<file path="src/rtl/mdio_pkg.sv">
// Shared constants, opcodes and FSM state encoding for the MDIO management interface.
// Used by the controller RTL and by its testbench.
package mdio_pkg;

  localparam logic [1:0] OP_READ  = 2'b10;
  localparam logic [1:0] OP_WRITE = 2'b01;

  localparam int FRAME_LEN = 32;
  localparam int ADDR_BITS = 14;
  localparam int DATA_BITS = 16;
  localparam int TURN_BITS = 2;

  typedef enum logic [2:0] {
    IDLE  = 3'd0,
    ADDR  = 3'd1,
    TURN  = 3'd2,
    READ  = 3'd3,
    WRITE = 3'd4,
    DONE  = 3'd5
  } mdio_state_t;

endpackage

</file>
<file path="src/rtl/mdio_clk_gen.sv">
// Free-running MDC at CLK/2 with one-CLK strobes.
// Each strobe marks the cycle whose closing CLK edge moves MDC in that direction.
module mdio_clk_gen (
  input  logic clk,
  input  logic rst_n,
  output logic mdc,
  output logic mdc_fall,
  output logic mdc_rise
);

  logic mdc_reg;

  always_ff @(posedge clk or negedge rst_n) begin
    if (!rst_n) begin
      mdc_reg <= 1'b0;
    end else begin
      mdc_reg <= ~mdc_reg;
    end
  end

  assign mdc      = mdc_reg;
  assign mdc_fall = mdc_reg;
  assign mdc_rise = ~mdc_reg;

endmodule

</file>
<file path="src/rtl/mdio_controller.sv">
// MDIO management frame controller: shifts out a 32-bit frame MSB first with no
// preamble and, for read opcodes, releases the line and collects 16 data bits.
module mdio_controller
  import mdio_pkg::*;
(
  input  logic        CLK,
  input  logic        RESET,
  input  logic [31:0] T_DATA,
  input  logic        T_STB,
  input  logic        MDIO_IN,
  output logic        MDC,
  output logic        MDIO_OUT,
  output logic        MDIO_OE,
  output logic [15:0] RD_DATA,
  output logic        DATA_RDY,
  output logic        BUSY
);

  mdio_state_t          state_reg, state_next;
  logic [5:0]           cnt_reg, cnt_next;
  logic [31:0]          shift_reg, shift_next;
  logic                 out_reg, out_next;
  logic                 oe_reg, oe_next;
  logic [DATA_BITS-1:0] rd_shift_reg, rd_shift_next;
  logic [DATA_BITS-1:0] rd_data_reg, rd_data_next;
  logic                 is_read_reg, is_read_next;
  logic                 mdc_fall;
  logic                 mdc_rise;

  mdio_clk_gen u_clk_gen (
    .clk      (CLK),
    .rst_n    (RESET),
    .mdc      (MDC),
    .mdc_fall (mdc_fall),
    .mdc_rise (mdc_rise)
  );

  always_ff @(posedge CLK or negedge RESET) begin
    if (!RESET) begin
      state_reg    <= IDLE;
      cnt_reg      <= '0;
      shift_reg    <= '0;
      out_reg      <= 1'b0;
      oe_reg       <= 1'b0;
      rd_shift_reg <= '0;
      rd_data_reg  <= '0;
      is_read_reg  <= 1'b0;
    end else begin
      state_reg    <= state_next;
      cnt_reg      <= cnt_next;
      shift_reg    <= shift_next;
      out_reg      <= out_next;
      oe_reg       <= oe_next;
      rd_shift_reg <= rd_shift_next;
      rd_data_reg  <= rd_data_next;
      is_read_reg  <= is_read_next;
    end
  end

  // cnt_reg holds the number of MDC periods already started in this frame;
  // every line change happens on an mdc_fall cycle.
  always_comb begin
    state_next    = state_reg;
    cnt_next      = cnt_reg;
    shift_next    = shift_reg;
    out_next      = out_reg;
    oe_next       = oe_reg;
    rd_shift_next = rd_shift_reg;
    rd_data_next  = rd_data_reg;
    is_read_next  = is_read_reg;
    case (state_reg)
      IDLE: begin
        if (T_STB) begin
          shift_next   = T_DATA;
          cnt_next     = '0;
          is_read_next = (T_DATA[29:28] == OP_READ);
          state_next   = ADDR;
        end
      end
      ADDR: begin
        if (mdc_fall) begin
          out_next   = shift_reg[31];
          oe_next    = 1'b1;
          shift_next = {shift_reg[30:0], 1'b0};
          cnt_next   = cnt_reg + 6'd1;
          if (cnt_reg == 6'(ADDR_BITS - 1)) begin
            state_next = is_read_reg ? TURN : WRITE;
          end
        end
      end
      TURN: begin
        if (mdc_fall) begin
          out_next = 1'b0;
          oe_next  = 1'b0;
          cnt_next = cnt_reg + 6'd1;
          if (cnt_reg == 6'(ADDR_BITS + TURN_BITS - 1)) begin
            state_next = READ;
          end
        end
      end
      READ: begin
        if (mdc_fall) begin
          if (cnt_reg == 6'(FRAME_LEN)) begin
            rd_data_next = rd_shift_reg;
            state_next   = DONE;
          end else begin
            cnt_next = cnt_reg + 6'd1;
          end
        end else if (mdc_rise && (cnt_reg > 6'(ADDR_BITS + TURN_BITS))) begin
          // Only rises inside a data period; the second turnaround period is skipped.
          rd_shift_next = {rd_shift_reg[DATA_BITS-2:0], MDIO_IN};
        end
      end
      WRITE: begin
        if (mdc_fall) begin
          if (cnt_reg == 6'(FRAME_LEN)) begin
            out_next   = 1'b0;
            oe_next    = 1'b0;
            state_next = DONE;
          end else begin
            out_next   = shift_reg[31];
            oe_next    = 1'b1;
            shift_next = {shift_reg[30:0], 1'b0};
            cnt_next   = cnt_reg + 6'd1;
          end
        end
      end
      DONE: begin
        cnt_next   = '0;
        state_next = IDLE;
      end
      default: begin
        state_next = IDLE;
      end
    endcase
  end

  assign MDIO_OUT = out_reg;
  assign MDIO_OE  = oe_reg;
  assign RD_DATA  = rd_data_reg;
  assign DATA_RDY = (state_reg == DONE) && is_read_reg;
  assign BUSY     = (state_reg != IDLE) && (state_reg != DONE);

endmodule

</file>
<file path="config.mk">
export PLATFORM = sky130hd
export DESIGN_NAME = mdio_controller
export DESIGN_NICKNAME = d
export VERILOG_FILES = /design/src/rtl/mdio_pkg.sv /design/src/rtl/mdio_clk_gen.sv /design/src/rtl/mdio_controller.sv
export SDC_FILE = /design/constraint.sdc
export NUM_CORES = 1
export LEC_CHECK = 0
export CAP_MARGIN = 20
export CORE_UTILIZATION = 47
export CTS_BUF_LIST = sky130_fd_sc_hd__clkbuf_4
export DETAILED_ROUTE_END_ITERATION = 7
export MAX_ROUTING_LAYER = met4
export PLACE_DENSITY = 0.71
export SYNTH_ARGS = -nofsm -noshare
export SYNTH_HDL_FRONTEND = slang
export SYNTH_SLANG_ARGS = --single-unit
</file>
<file path="constraint.sdc">
create_clock -name CLK -period 2.7 [get_ports CLK]
set_clock_uncertainty 0.2 [all_clocks]
set_input_delay 0.81 -clock CLK [delete_from_list [all_inputs] [get_ports CLK]]
set_output_delay 0.81 -clock CLK [all_outputs]
set_load 0.005 [all_outputs]
</file>
* Word-level counts from Yosys, hierarchy flattened
Index checks and enable logic that the tools add are counted.
** Word-level totals
- Flip-flop bits (word level) :: 77
- Bits of input ports :: 36
- Word-level logic and storage cells :: 78
** Operators by class
- Add/subtract/negate cells :: 1
- Magnitude comparators :: 1
- Eq/ne operators :: 21
- Muxes and demuxes :: 28
- Bitwise gates (word level) :: 1
- Reduce and logical (&&, ||, !) cells :: 17
** Operators by type and width (number)
- 2-to-1 mux 32 bit :: 4
- one-hot mux 32 bit (3 select lines) :: 1
- 2-to-1 mux 3 bit :: 8
- 2-to-1 mux 6 bit :: 4
- one-hot mux 6 bit (4 select lines) :: 1
- equality test 6 x 4 -> 1 bit (second input constant) :: 2
- != test 2 x 1 -> 1 bit (second input constant) :: 6
- one-hot mux 3 bit (4 select lines) :: 1
- != test 2 bit (second input constant) :: 5
- AND reduction 5 bit :: 2
- nonzero test 3 bit :: 3
- 2-to-1 mux 1 bit :: 7
- AND reduction 7 bit :: 1
- adder 6 x 1 -> 6 bit (second input constant) :: 1
- equality test 3 x 2 -> 1 bit (second input constant) :: 2
- equality test 3 bit (second input constant) :: 2
- equality test 6 bit (second input constant) :: 1
- > comparator 6 x 5 -> 1 bit (second input constant) :: 1
- one-hot mux 1 bit (3 select lines) :: 2
- AND reduction 3 bit :: 2
- AND reduction 4 bit :: 1
- nonzero test 4 bit :: 1
- OR reduction 2 bit :: 2
- equality test 3 x 1 -> 1 bit (second input constant) :: 1
- other kinds (6) :: 8

* Depth between registers and ports, before layout
- Depth after elaboration :: 4
- Gate-level depth with buffers :: 8

* Cells and area by module
Synthesis repeated with hierarchy kept, for this count alone.
** Unflattened totals
- Cells, all modules :: 325
- Area, all modules :: 3659.8 µm²
** By module, submodules not included
- mdio_controller :: instances 1, cells an instance 322, area each 3623.5 µm², seq. area each 1901.8 µm²
- mdio_clk_gen :: instances 1, cells an instance 3, area each 36.3 µm², seq. area each 25.0 µm²

* Worst setup path before layout
OpenSTA, ideal clock, no wires.
- Path type :: reg-to-reg
- Start point :: register cnt_reg[0]
- End point :: register rd_shift_reg[11]
- Setup time :: 0.125 ns
- Arrival :: 1.802 ns
- Data required time :: 2.375 ns
- Path slack :: 0.574 ns
- Cell stages (with the launch flop) :: 9
- Buffers on the path :: 1
- Period minus slack after synthesis :: 2.126 ns
- Cell sequence :: dfrtp_1 > inv_1 > ha_1 > nor3b_2 > inv_1 > a21oi_1 > nor3b_4 > buf_4 > mux2_2
** Between the ends
- Longest elaborated chain between the ends :: 3
** RTL lines
- start, declared :: RTL line mdio_controller.sv:20 : logic [5:0] cnt_reg, cnt_next;
- start signal, assigned :: RTL line mdio_controller.sv:50 : cnt_reg <= cnt_next;
- > comparator 6 x 5 -> 1 bit :: RTL line mdio_controller.sv:109 : end else if (mdc_rise && (cnt_reg > 6'(ADDR_BITS + TURN_BITS))) begin
- logical AND 1 bit :: RTL line mdio_controller.sv:109
- AND reduction 3 bit (no source line)
- end signal, assigned :: RTL line mdio_controller.sv:54 : rd_shift_reg <= rd_shift_next;
- end, declared :: RTL line mdio_controller.sv:24 : logic [DATA_BITS-1:0] rd_shift_reg, rd_shift_next;
Every way passes these cells.
A chain may end at the register's enable or synchronous reset.

* Final worst setup path
- Start point :: register u_clk_gen.mdc_reg, in the netlist u_clk_gen.mdc
- End point :: output MDC
** RTL lines
- start, declared :: RTL line mdio_clk_gen.sv:11 : logic mdc_reg;
- start signal, assigned :: RTL line mdio_clk_gen.sv:17 : mdc_reg <= ~mdc_reg;
- end, declared :: RTL line mdio_controller.sv:11 : output logic MDC,
No word-level cell between the ends.

==> summary.md <==
| Metric | Value |
|---|---|
| Overflow after GRT | `0` |
| Setup violations, final | `0` |
| I/O Buffers | `56` |
| Post-layout min period | `2.50 ns` |
| RSZ-0062 raised after global routing | `false` |
| Detailed Place HPWL | `4480 um` |
| Initial Util | `49.5%` |
| Worst path buffer plus inverter count | `1` |
| Worst Path Max Fanout | `7` |
| Routed WL per cell | `13.5 um` |
| Initial antenna violation count | `0` |
| First-pass GRT wire length | `11300 um` |
| Post-synth cell types | `48` |
| Cell taking the most area after synthesis | `dfrtp_1` |
| Worst Slack Setup Final | `0.196 ns` |
| Post-synthesis instance area | `3640 um^2` |
| Status | `complete, no violations` |
| Setup TNS Final | `0 ns` |
| Fraction of layout cells with a size suffix above 1 | `16.4%` |
| CTS tree | `done` |
| Post-CTS Setup Bufs | `0` |
| Root Buffer | `clkbuf_4` |
| Startpoint types | `flop` |
| Sequential share of the synthesized area | `52.9%` |
| Num ports | `57` |
| Post-synth EDFFs | `0` |
| Placer congestion estimate | `0.805` |
| Slew at the pin closest to its max-slew limit | `0.759 ns` |
| Row count | `31` |
| CTS Buf Count | `9` |
| Final nets | `418` |
| Ant diodes | `0` |
| Worst path top cell family by delay | `buffers and inverters` |
| Routed wire length | `6510 um` |
| Pwr per Cell Area | `973 nW/um^2` |
| Via/cell ratio | `5.13` |
| DRT antenna net count | `0` |
| Cts hold-fix bufs | `0` |
| Clock buffer depth | `2` |
| Hold Vio Cnt, Final | `0` |
| Synth Register Bits | `77` |
| Crit path capture type | `output pin` |
| Asr flop ratio synth | `100%` |
| Hold WS | `0.162 ns` |
| Critical path required time | `1.69 ns` |
| YS warnings | `0` |
| Die width | `90.1 um` |
| H-tree levels | `3` |
| Worst min-delay path category | `in -> async` |
| Area grow syn2layout | `24.8%` |
| Die Height | `90.1 um` |
| Number of flip-flops in the largest register | `32` |
| Vias in the first global route | `2416` |
| Slew margin rel. | `49.4%` |
| Count leader, synth | `dfrtp_1` |
| Pin count of the biggest net entering global routing | `42` |
| CP peak stage delay | `0.56 ns` |
| CP cell instances | `clkdlybuf4s50_1` |
| Vias | `2474` |
| GRT Overall Usage | `18.0%` |
| Max Freq | `0.399 GHz` |
| Core box area | `7370 um^2` |
| Max Slew Vio Count | `0` |
| Worst skew pair latency | `0.41 ns` |
| Synth top area share | `52.9%` |
| Top FF cell, synth | `dfrtp_1` |
| Critical Path Source | `u_clk_gen.mdc` |
| Clock slew at reported path FFs | `0.13 ns` |
| Commonest cells in the netlist | `77 x dfrtp_1, 40 x nand2_1, 34 x o21ai_1` |
| Worst EP arrival | `1.49 ns` |
| Dpl ws | `0.0134 ns` |
| Maximum VDD drop | `0.000502 V` |
| Die ar. | `8110 um^2` |
| Mapped Avg Cell Area | `11.4 um^2` |
| Leak | `2.10 nW` |
| Worst setup path category | `reg -> out` |
| Synthesized Nets | `358` |
| Maxcap violations | `0` |
| First-pass DRT Iterations | `4` |
| Crit Reg-Reg Startpoint | `cnt_reg[0]` |
| Mapped Cells | `319` |
| CTS sink cnt | `77` |
| Resized cells post-CTS | `7` |
| Starting DRT DRC Count | `70` |
| Period Utilization, post-route | `92.7%` |
| DRC errors left | `0` |
| CP max stage cell | `clkdlybuf4s50_1` |
| Synth top area cells | `dfrtp_1 53%, mux2i_1 8.5%, mux2_2 7.7%, o21ai_1 4.7%, nand2_1 4.1%` |
| Fillers | `611` |
per-stage QoR:
stage               power (mW)  area, um^2  utilization (%)  std cells
floorplan                 3.11        3640                -        319
global placement          3.62        4380             59.4        467
detailed placement        3.70        4380             59.4        467
CTS                       4.48        4550             61.7        482
global route              4.78        4550             61.7        482
finish                    4.42        4550             61.7        482
cell families (layout without fill, tap and decap cells):
kind of cell | after synthesis | after routing | synth area share (%)
AOI/OAI and AO/OA | 64 | 64 | 11.4
xor gates and xnor gates | 1 | 1 | 0.240
adders and majority gates | 3 | 3 | 1.03
muxes | 65 | 65 | 19.0
and+or+nand+nor | 86 | 86 | 12.3
DFF | 77 | 77 | 52.9
buffers and inverters | 23 | 87 | 3.16
placed cells by master (no fill, tap or decap), types with 2 or more instances in the layout:
cell / Yosys / routed
a21oi_1: 4 / 4
bufinv_16: 0 / 2
clkbuf_4: 0 / 9
or2_4: 2 / 2
mux2_2: 25 / 25
clkdlybuf4s50_1: 0 / 53
a211o_1: 2 / 2
buf_6: 1 / 2
nor2_1: 13 / 13
o31ai_1: 2 / 2
nor4_1: 3 / 3
nand3_1: 2 / 2
a32o_1: 2 / 2
clkinv_4: 0 / 2
mux2i_1: 31 / 31
buf_12: 0 / 4
and3_1: 2 / 2
buf_4: 2 / 5
mux2_1: 9 / 9
nand4_1: 2 / 2
nand2_1: 40 / 40
o21ai_1: 34 / 34
o21ai_0: 6 / 6
dlygate4sd2_1: 0 / 2
ha_1: 3 / 3
nand2b_1: 6 / 5
and2_1: 3 / 3
dfrtp_1: 77 / 77
nand3b_1: 2 / 2
inv_1: 6 / 6
nor2b_1: 5 / 4
path summary, 6_finish.rpt:
path                                    end  slack, ns  depth (start not counted)
hold reg to reg                shift_reg[1]       0.30                          2
setup / recovery                        MDC       0.20                          1
hold / removal             rd_shift_reg[13]       0.16                          1
min in group CLK               shift_reg[1]       0.30                          2
max in group asynchronous     shift_reg[24]       1.56                          2
setup reg to reg            rd_shift_reg[2]       0.26                          7
layer usage:
metal  GRT usage, %  vias up  share of wire [%]  routed length [um]
met4           8.60        0                1.8                 116
met2           26.5       52                 46                2970
met1           23.5     1165                 48                3120
met3           4.23        9                4.7                 304
met5              -        -                  0                   0
li1               -     1248                  -                   -
power by group:
| group | switching (mW) | internal [mW] | total, mW |
|---|---|---|---|
| registers | 0.188 | 1.46 | 1.65 |
| clock network | 0.390 | 0.371 | 0.761 |
| logic | 1.06 | 0.952 | 2.01 |
| total | 1.64 | 2.79 | 4.42 |
final cells by class:
cell class              instances  area, um^2  area share [%]
inverters                       6        22.5           0.495
flip-flops and latches         77        1930            42.4
well taps                      99         124            2.72
repair buffers                 66         688            15.1
clock buffers                   9        67.6            1.49
clock inverters                 6        88.8            1.95
multi-input cells             219        1630            35.9
Note: power is estimated with default switching activity, not from simulation.
